==> config.mk <==
export PLATFORM = sky130hd
export DESIGN_NAME = sram_port_arbiter
export DESIGN_NICKNAME = d
export VERILOG_FILES = /design/src/rtl/sram_port_arbiter.sv
export SDC_FILE = /design/constraint.sdc
export NUM_CORES = 1
export LEC_CHECK = 0
export ABC_AREA = 1
export BUFFER_PORTS_ARGS = -buffer_cell sky130_fd_sc_hd__buf_4
export CAP_MARGIN = 40
export CORE_ASPECT_RATIO = 0.75
export CORE_MARGIN = 5
export CORE_UTILIZATION = 30
export CTS_BUF_LIST = sky130_fd_sc_hd__clkbuf_2
export DETAILED_ROUTE_END_ITERATION = 8
export GPL_TIMING_DRIVEN = 0
export PLACE_DENSITY = 0.55
export SYNTH_ARGS = -nofsm -noshare
export SYNTH_HDL_FRONTEND = slang
export SYNTH_SLANG_ARGS = --single-unit
==> constraint.sdc <==
create_clock -name clk -period 1.6 [get_ports clk]
set_clock_uncertainty 0.05 [all_clocks]
set_input_delay 0.16 -clock clk [delete_from_list [all_inputs] [get_ports clk]]
set_output_delay 0.16 -clock clk [all_outputs]
set_load 0.05 [all_outputs]
==> src/rtl/sram_port_arbiter.sv <==
// Two-port arbiter for the shared group SRAM: scan-chain port vs. core port.
// One transaction at a time (IDLE -> BUSY -> RESP), with a watchdog that aborts unacknowledged accesses.
module sram_port_arbiter #(
  parameter int unsigned ADDR_W      = 11,
  parameter int unsigned DATA_W      = 32,
  parameter int unsigned TIMEOUT_CYC = 64,
  parameter int unsigned SCAN_PRIO   = 0
) (
  input  logic              clk,
  input  logic              rst_n,
  input  logic              scan_ren,
  input  logic              scan_wen,
  input  logic [ADDR_W-1:0] scan_addr,
  input  logic [DATA_W-1:0] scan_wdata,
  input  logic [1:0]        scan_seg_id,
  input  logic              scan_id_sel,
  output logic [DATA_W-1:0] scan_rdata,
  output logic              scan_ready,
  output logic              scan_err,
  input  logic              core_ren,
  input  logic              core_wen,
  input  logic [ADDR_W-1:0] core_addr,
  input  logic [DATA_W-1:0] core_wdata,
  input  logic [1:0]        core_seg_id,
  input  logic              core_id_sel,
  output logic [DATA_W-1:0] core_rdata,
  output logic              core_ready,
  output logic              core_err,
  output logic              sram_ren,
  output logic              sram_wen,
  output logic [ADDR_W-1:0] sram_addr,
  output logic [DATA_W-1:0] sram_wdata,
  output logic [1:0]        sram_seg_id,
  output logic              sram_id_sel,
  input  logic [DATA_W-1:0] sram_rdata,
  input  logic              sram_ready,
  output logic              busy,
  output logic              grant_core
);

  localparam int unsigned CNT_W = (TIMEOUT_CYC > 2) ? $clog2(TIMEOUT_CYC) : 1;
  localparam logic [CNT_W-1:0] CNT_MAX = CNT_W'(TIMEOUT_CYC - 1);

  typedef enum logic [1:0] {S_IDLE, S_BUSY, S_RESP} state_t;

  state_t              r_state, w_state_nxt;
  logic [CNT_W-1:0]    r_cnt, w_cnt_nxt;
  logic                r_last_core, w_last_core_nxt;
  logic                r_grant_core, w_grant_core_nxt;
  logic                r_busy, w_busy_nxt;
  logic                r_sram_ren, w_sram_ren_nxt;
  logic                r_sram_wen, w_sram_wen_nxt;
  logic [ADDR_W-1:0]   r_addr, w_addr_nxt;
  logic [DATA_W-1:0]   r_wdata, w_wdata_nxt;
  logic [1:0]          r_seg_id, w_seg_id_nxt;
  logic                r_id_sel, w_id_sel_nxt;
  logic [DATA_W-1:0]   r_scan_rdata, w_scan_rdata_nxt;
  logic [DATA_W-1:0]   r_core_rdata, w_core_rdata_nxt;
  logic                r_scan_ready, w_scan_ready_nxt;
  logic                r_core_ready, w_core_ready_nxt;
  logic                r_scan_err, w_scan_err_nxt;
  logic                r_core_err, w_core_err_nxt;
  logic [DATA_W-1:0]   w_resp_rdata;
  logic                w_resp_err;

  logic w_req_scan, w_req_core, w_rr_core_turn, w_pick_core;

  assign w_req_scan     = scan_ren | scan_wen;
  assign w_req_core     = core_ren | core_wen;
  // Round-robin: on a tie the core wins only if scan owned the previous transaction
  assign w_rr_core_turn = (SCAN_PRIO == 0) ? ~r_last_core : 1'b0;
  assign w_pick_core    = w_req_core & (~w_req_scan | w_rr_core_turn);

  always_comb begin
    w_state_nxt      = r_state;
    w_cnt_nxt        = r_cnt;
    w_last_core_nxt  = r_last_core;
    w_grant_core_nxt = r_grant_core;
    w_busy_nxt       = r_busy;
    w_sram_ren_nxt   = r_sram_ren;
    w_sram_wen_nxt   = r_sram_wen;
    w_addr_nxt       = r_addr;
    w_wdata_nxt      = r_wdata;
    w_seg_id_nxt     = r_seg_id;
    w_id_sel_nxt     = r_id_sel;
    w_scan_rdata_nxt = r_scan_rdata;
    w_core_rdata_nxt = r_core_rdata;
    w_scan_ready_nxt = 1'b0;
    w_core_ready_nxt = 1'b0;
    w_scan_err_nxt   = 1'b0;
    w_core_err_nxt   = 1'b0;
    w_resp_rdata     = '0;
    w_resp_err       = 1'b0;

    unique case (r_state)
      S_IDLE: begin
        if (w_req_scan | w_req_core) begin
          w_state_nxt      = S_BUSY;
          w_busy_nxt       = 1'b1;
          w_cnt_nxt        = '0;
          w_grant_core_nxt = w_pick_core;
          w_last_core_nxt  = w_pick_core;
          // A simultaneous ren+wen is treated as a write
          if (w_pick_core) begin
            w_sram_wen_nxt = core_wen;
            w_sram_ren_nxt = ~core_wen;
            w_addr_nxt     = core_addr;
            w_wdata_nxt    = core_wdata;
            w_seg_id_nxt   = core_seg_id;
            w_id_sel_nxt   = core_id_sel;
          end else begin
            w_sram_wen_nxt = scan_wen;
            w_sram_ren_nxt = ~scan_wen;
            w_addr_nxt     = scan_addr;
            w_wdata_nxt    = scan_wdata;
            w_seg_id_nxt   = scan_seg_id;
            w_id_sel_nxt   = scan_id_sel;
          end
        end
      end
      S_BUSY: begin
        w_cnt_nxt = r_cnt + CNT_W'(1);
        // sram_ready takes precedence over a coincident watchdog expiry
        if (sram_ready || (r_cnt == CNT_MAX)) begin
          w_state_nxt    = S_RESP;
          w_sram_ren_nxt = 1'b0;
          w_sram_wen_nxt = 1'b0;
          w_resp_err     = ~sram_ready;
          w_resp_rdata   = (sram_ready && r_sram_ren) ? sram_rdata : '0;
          if (r_grant_core) begin
            w_core_rdata_nxt = w_resp_rdata;
            w_core_ready_nxt = 1'b1;
            w_core_err_nxt   = w_resp_err;
          end else begin
            w_scan_rdata_nxt = w_resp_rdata;
            w_scan_ready_nxt = 1'b1;
            w_scan_err_nxt   = w_resp_err;
          end
        end
      end
      S_RESP: begin
        w_state_nxt = S_IDLE;
        w_busy_nxt  = 1'b0;
        w_cnt_nxt   = '0;
      end
      default: w_state_nxt = S_IDLE;
    endcase
  end

  always_ff @(posedge clk or negedge rst_n) begin
    if (!rst_n) r_state <= S_IDLE;
    else        r_state <= w_state_nxt;
  end

  always_ff @(posedge clk or negedge rst_n) begin
    if (!rst_n) begin
      r_cnt        <= '0;
      r_last_core  <= 1'b1;
      r_grant_core <= 1'b0;
      r_busy       <= 1'b0;
      r_sram_ren   <= 1'b0;
      r_sram_wen   <= 1'b0;
      r_addr       <= '0;
      r_wdata      <= '0;
      r_seg_id     <= '0;
      r_id_sel     <= 1'b0;
      r_scan_rdata <= '0;
      r_core_rdata <= '0;
      r_scan_ready <= 1'b0;
      r_core_ready <= 1'b0;
      r_scan_err   <= 1'b0;
      r_core_err   <= 1'b0;
    end else begin
      r_cnt        <= w_cnt_nxt;
      r_last_core  <= w_last_core_nxt;
      r_grant_core <= w_grant_core_nxt;
      r_busy       <= w_busy_nxt;
      r_sram_ren   <= w_sram_ren_nxt;
      r_sram_wen   <= w_sram_wen_nxt;
      r_addr       <= w_addr_nxt;
      r_wdata      <= w_wdata_nxt;
      r_seg_id     <= w_seg_id_nxt;
      r_id_sel     <= w_id_sel_nxt;
      r_scan_rdata <= w_scan_rdata_nxt;
      r_core_rdata <= w_core_rdata_nxt;
      r_scan_ready <= w_scan_ready_nxt;
      r_core_ready <= w_core_ready_nxt;
      r_scan_err   <= w_scan_err_nxt;
      r_core_err   <= w_core_err_nxt;
    end
  end

  assign scan_rdata  = r_scan_rdata;
  assign scan_ready  = r_scan_ready;
  assign scan_err    = r_scan_err;
  assign core_rdata  = r_core_rdata;
  assign core_ready  = r_core_ready;
  assign core_err    = r_core_err;
  assign sram_ren    = r_sram_ren;
  assign sram_wen    = r_sram_wen;
  assign sram_addr   = r_addr;
  assign sram_wdata  = r_wdata;
  assign sram_seg_id = r_seg_id;
  assign sram_id_sel = r_id_sel;
  assign busy        = r_busy;
  assign grant_core  = r_grant_core;

endmodule

* Word level (Yosys, flattened, before mapping)
Index checks and enable logic that the tools add are counted.
Storage, ports and cells: logic and storage cells 78, register bits 127, input port bits 131
Operators by class: bitwise logic cells 11, $add $sub $neg 1, mux-type cells 31, equality and inequality tests 5, reductions and logical operators 13
Operators with widths (number):
- 2-to-1 mux 32 bit | 2
- 2-to-1 mux 1 bit | 19
- one-hot mux 6 bit (3 select lines) | 1
- 2-to-1 mux 11 bit | 1
- AND reduction 3 bit | 3
- AND reduction 2 bit | 4
- adder 6 x 1 -> 6 bit (second input constant) | 1
- == test 6 bit (second input constant) | 1
- 2-to-1 mux 2 bit | 3
- 2-to-1 mux 6 bit | 1
- NOT 1 bit | 6
- one-hot mux 1 bit (2 select lines) | 3
- inequality test 2 bit (second input constant) | 2
- bitwise OR 1 bit | 4
- one-hot mux 2 bit (2 select lines) | 1
- nonzero test 2 bit | 2
- nonzero test 3 bit | 1
- == test 2 x 1 -> 1 bit (second input constant) | 1
- == test 2 bit (second input constant) | 1
- zero test 2 bit | 1
- AND 1 bit | 1
- logical AND 1 bit | 1
- logical OR 1 bit | 1

* Logic depth before layout (Yosys ltp)
word-level depth 7, depth in mapped cells 9

* Worst setup path before layout
OpenSTA, ideal clock, no wires.
kind register to register, from register r_grant_core, in the netlist grant_core, to register r_scan_rdata[11], in the netlist scan_rdata[11], clock period less this slack 1.579 ns, path slack 0.021 ns, buffers on the path 2, arrival time 1.463 ns, cell stages (with the launch flop) 7, cell sequence dfrtp_1 > buf_2 > clkinv_1 > nand3_2 > buf_2 > nand2_1 > nand2_1
On the way: longest elaborated chain between the ends 2
Ends and longest elaborated chain:
- start: declaration | RTL line 49 | logic r_grant_core, w_grant_core_nxt;
- start signal: assignment | RTL line 176 | r_grant_core <= w_grant_core_nxt;
- NOT 1 bit (no source line)
- AND reduction 3 bit (no source line)
- end signal: assignment | RTL line 184 | r_scan_rdata <= w_scan_rdata_nxt;
- end: declaration | RTL line 57 | logic [DATA_W-1:0] r_scan_rdata, w_scan_rdata_nxt;
Every way passes these cells. A chain may end at the register's enable or synchronous reset.

* Final worst setup path
from register r_cnt[1], to register r_scan_rdata[31], in the netlist scan_rdata[31]
On the way: longest elaborated chain between the ends 3
Ends and longest elaborated chain:
- start: declaration | RTL line 47 | logic [CNT_W-1:0] r_cnt, w_cnt_nxt;
- start signal: assignment | RTL line 174 | r_cnt <= w_cnt_nxt;
- == test 6 bit | RTL line 124 | if (sram_ready || (r_cnt == CNT_MAX)) begin
- logical OR 1 bit | RTL line 124
- AND reduction 3 bit (no source line)
Every way passes these cells.

==> results by group <==
Synth
  – Post-synthesis instance total: 792
  – Syn Std Cell Area: 0.00604 mm²
  – Synth Register Bits: 127
  – Count of different cell masters after synthesis: 22
  – Net count after synthesis: roughly 920
  – Ys Warns: 0
  – Syn_area_per_cell: 7.63 µm²
  – Sequential element share of the synthesized area: between 50 and 60%

Route
  – Iteration-0 DRC count of the detailed router: 446
  – Number of vias per cell after detailed routing: 4.55
  – Per-cell routed wire length: 15.6 µm
  – Residual DRC count: 0
  – DRT antenna net count: 0
  – Total via count in the routed design: 6881
  – Number of iterations in the first detailed-routing pass: 5
  – DRT Wirelength: 23.6 mm

Worst setup path
  – Startpoint kind of the worst setup timing path: register
  – Depth of the most critical reg-to-reg path: 8
  – Cell type group with the largest total delay on the critical path: flip-flops
  – Worst path max stage delay: around 0.45 ns
  – Cell with the largest stage delay on the worst path: sky130_fd_sc_hd__dfrtp_1
  – Reg2Reg Capture Point: scan_rdata[31]$_DFFE_PN0P_
  – Buffers & Inverters on Critical Path: 2
  – Crit path arrival time: 2.15 ns
  – Startpoint of the lowest-slack register-to-register path: r_cnt[1]$_DFFE_PN0P_
  – FF-to-FF setup slack: -0.009 ns
  – CP endpoint kind: register
  – Worst setup path category: reg2reg
  – Largest fanout of any net on the critical path: 10
  – Worst path required time: around 2.1 ns
  – Cell-by-cell trace of the critical path: ha_4 > nand3_4 > o21bai_4 > buf_4 > nand3_4 > buf_6 > nand2_1 > nand2_1

Global routing
  – Vias in the first global route: 6967
  – Total congestion overflow after global routing: 0
  – Aggregate global-route resource usage: 20.0%
  – First-pass GRT wire length: 37.3 mm
  – Number of antenna violations at the first check in global routing: 1
  – Largest net degree at the start of global routing: 68

Cells and area
  – Multi-input combinational cell area: 0.00245 mm²
  – Sequential cell area: between 0.003 and 0.004 mm²
  – Fin area: 0.0108 mm²
  – Fraction of final layout cells sized beyond drive strength 1: 31.1%
  – Non-Filler Instances: 1512
  – Filler cell count in the final layout: 1874
  – Layout overhead on the synthesized area: 78.6%
  – Most frequent standard cell in the layout excluding fill and tap cells: sky130_fd_sc_hd__nand2_1
  – Layout Utilization: a little over half
  – Final nets: 1372
  – Leading cell types in the layout, fill and taps excluded: 381 x sky130_fd_sc_hd__nand2_1, 184 x sky130_fd_sc_hd__buf_4, 131 x sky130_fd_sc_hd__dlygate4sd3_1

STA
  – Hold Fails Final Rpt: 0
  – Slew of the pin with the lowest slew margin: 0.670 ns
  – Worst hold slack: 0.141 ns
  – Fin worst setup slack: -0.00924 ns
  – Final slew viol count: 0
  – Maximum clock frequency: 621 MHz
  – Tmin final: 1.61 ns
  – Unrepaired setup endpoints after global routing: true
  – Count of final setup violators: 4
  – Post-route fraction of the period consumed by the critical path: 101%
  – Worst-case headroom to the max-slew limit: 55.3%

Power
  – Switching share of power: 52.7%
  – Clk pwr share: 8.9%
  – Share of power burned in combinational logic: 64.2%
  – Part of the power in registers: 26.9%
  – Peak supply drop: roughly 0.94 mV
  – Power density over the cells: 1930 mW/mm²
  – Net switching power of the design: 11.0 mW
  – Internal power: just under 10 mW
  – Pleak: 5.98 nW

Place
  – Final HPWL from detailed placement: 15.6 mm
  – Count of placed standard cells including taps: 1299
  – Input/output buffers: 248
  – Global placement routability congestion: 0.818
  – Post-Place Cell Area: 0.00826 mm²

CTS
  – Cell at the root of the clock tree: sky130_fd_sc_hd__clkbuf_2
  – Maximum clock insertion buffer count: 2
  – CTS tree: yes
  – H-tree levels: 4
  – Sink Count: 127
  – Clock latency on the worst-skew pair: 0.69 ns
  – Clock transition at the registers of the reported paths: about 0.21 ns
  – Number of buffers added by the clock tree synthesis step: 17

Floorplanning
  – Number of top-level design ports: ~250
  – Floorplan die width: 174 µm
  – Rows: 45
  – Die area: approximately 0.023 mm²
  – Die height: roughly 130 µm
  – Initial core utilization: roughly 30%
  – Area inside the core boundary: between 0.02 and 0.025 mm²

Run status
  – Violations in the final reports: setup timing
  – Run status: finished, violations left

Min path
  – Worst Hold Path EP: scan_err$_DFF_PN0_
  – Worst min-delay path class: in2reg
  – Hold Path Stages: 3
  – Hold_sp: sram_ready

Job
  – Number of maximum-capacitance violations: 0
## timing repair
item,in CTS,in global routing
hold endpoints to repair,249,7
setup endpoints to repair,120,230
hold buffers,131,1
cloned,1,1
resized for setup,67,109
pin swaps,2,3
buffers inserted,21,28
## cell usage after synthesis
cell type	n	share of area, %
sky130_fd_sc_hd__clkbuf_1	15	0.93
sky130_fd_sc_hd__o21bai_4	1	0.31
sky130_fd_sc_hd__clkinv_1	1	0.062
sky130_fd_sc_hd__inv_2	1	0.062
sky130_fd_sc_hd__o21ai_1	1	0.083
sky130_fd_sc_hd__buf_2	30	2.5
sky130_fd_sc_hd__buf_6	3	0.56
sky130_fd_sc_hd__buf_4	4	0.50
sky130_fd_sc_hd__nand3_1	54	4.5
sky130_fd_sc_hd__inv_1	46	2.9
sky130_fd_sc_hd__a21oi_2	1	0.14
sky130_fd_sc_hd__o21ai_0	6	0.50
sky130_fd_sc_hd__dfstp_2	1	0.43
sky130_fd_sc_hd__o22ai_1	1	0.10
sky130_fd_sc_hd__nor2_1	41	2.5
sky130_fd_sc_hd__ha_1	1	0.21
sky130_fd_sc_hd__nand2_1	383	24
sky130_fd_sc_hd__buf_1	4	0.25
sky130_fd_sc_hd__nand4_1	65	6.7
sky130_fd_sc_hd__nand3_2	3	0.50
sky130_fd_sc_hd__dfrtp_1	126	52
sky130_fd_sc_hd__a21oi_1	4	0.33
## power groups by stage
stage | combinational [mW] | clock, mW | sequential (mW)
2_1_floorplan | 3.10 | 0 | 9.82
3_3_place_gp | 11.4 | 0 | 5.42
3_5_place_dp | 11.4 | 0 | 5.42
4_1_cts | 12.4 | 1.94 | 5.45
5_1_grt | 14.2 | 2.09 | 5.76
6_report | 13.4 | 1.86 | 5.59
## metrics by stage
stage | setup TNS [ns] | worst slack, ns | total power [mW]
6_report | -0.0277 | -0.00924 | 20.8
5_1_grt | -8.58 | -0.113 | 22.1
4_1_cts | -0.161 | -0.0242 | 19.8
3_5_place_dp | -3.90 | -0.0853 | 16.9
3_3_place_gp | -32.38 | -0.244 | 16.8
2_1_floorplan | 0 | 0.0210 | 12.9
## worst register-to-register path: stages (launching register included)
cell and delay [ns]:
sky130_fd_sc_hd__dfrtp_1 0.45, sky130_fd_sc_hd__ha_4 0.17, sky130_fd_sc_hd__nand3_4 0.09, sky130_fd_sc_hd__o21bai_4 0.17, sky130_fd_sc_hd__buf_4 0.16, sky130_fd_sc_hd__nand3_4 0.12, sky130_fd_sc_hd__buf_6 0.18, sky130_fd_sc_hd__nand2_1 0.06
sky130_fd_sc_hd__nand2_1 0.05
## routing by layer
layer	vias to the layer above	track usage (%)	part of all wire, %
met2	212	30.9	46
met1	3211	26.9	46
li1	3413	-	-
met3	45	5.57	5.3
met5	-	0	0
met4	0	7.16	3.1
## layout make-up
type	count	area share (%)
Timing Repair Buffer	431	37.8
Tap cell	258	2.99
Inverter	48	1.70
Multi-Input combinational cell	561	22.7
Buffer	54	3.36
Antenna cell	1	0.0232
Sequential cell	127	29.5
Clock buffer	18	0.835
Clock inverter	14	1.12
## registers in the layout, indices dropped and copies added, names as in the netlist
name,count
scan_err,1
busy,1
scan_rdata,32
scan_ready,1
sram_id_sel,1
core_err,1
core_ready,1
sram_addr,11
r_last_core,1
grant_core,1
sram_ren,1
sram_seg_id,2
sram_wen,1
r_state,2
sram_wdata,32
r_cnt,6
core_rdata,32
## worst max-delay path by stage
stage	startpoint	end	slack (ns)	depth (start not counted)
2_1_floorplan	grant_core$_DFFE_PN0P_	scan_rdata[11]$_DFFE_PN0P_	0.02	6
3_3_place_gp	rst_n	scan_ready$_DFF_PN0_	-0.24	1
3_5_place_dp	r_cnt[0]$_DFFE_PN0P_	scan_rdata[1]$_DFFE_PN0P_	-0.09	7
4_1_cts	core_rdata[12]$_DFFE_PN0P_	core_rdata[12]	-0.02	1
5_1_grt	r_cnt[0]$_DFFE_PN0P_	scan_rdata[3]$_DFFE_PN0P_	-0.11	8
6_report	r_cnt[1]$_DFFE_PN0P_	scan_rdata[31]$_DFFE_PN0P_	-0.009	8
## logic make-up after synthesis
family / after synthesis / synth area share, %
AND/OR/NAND/NOR: 546 / 38.0
flip-flops: 127 / 52.6
buffers and inverters: 104 / 7.70
AO/OA/AOI/OAI: 14 / 1.47
adder cells (fa/ha/maj): 1 / 0.207
Power figures use the tool's default switching activity.
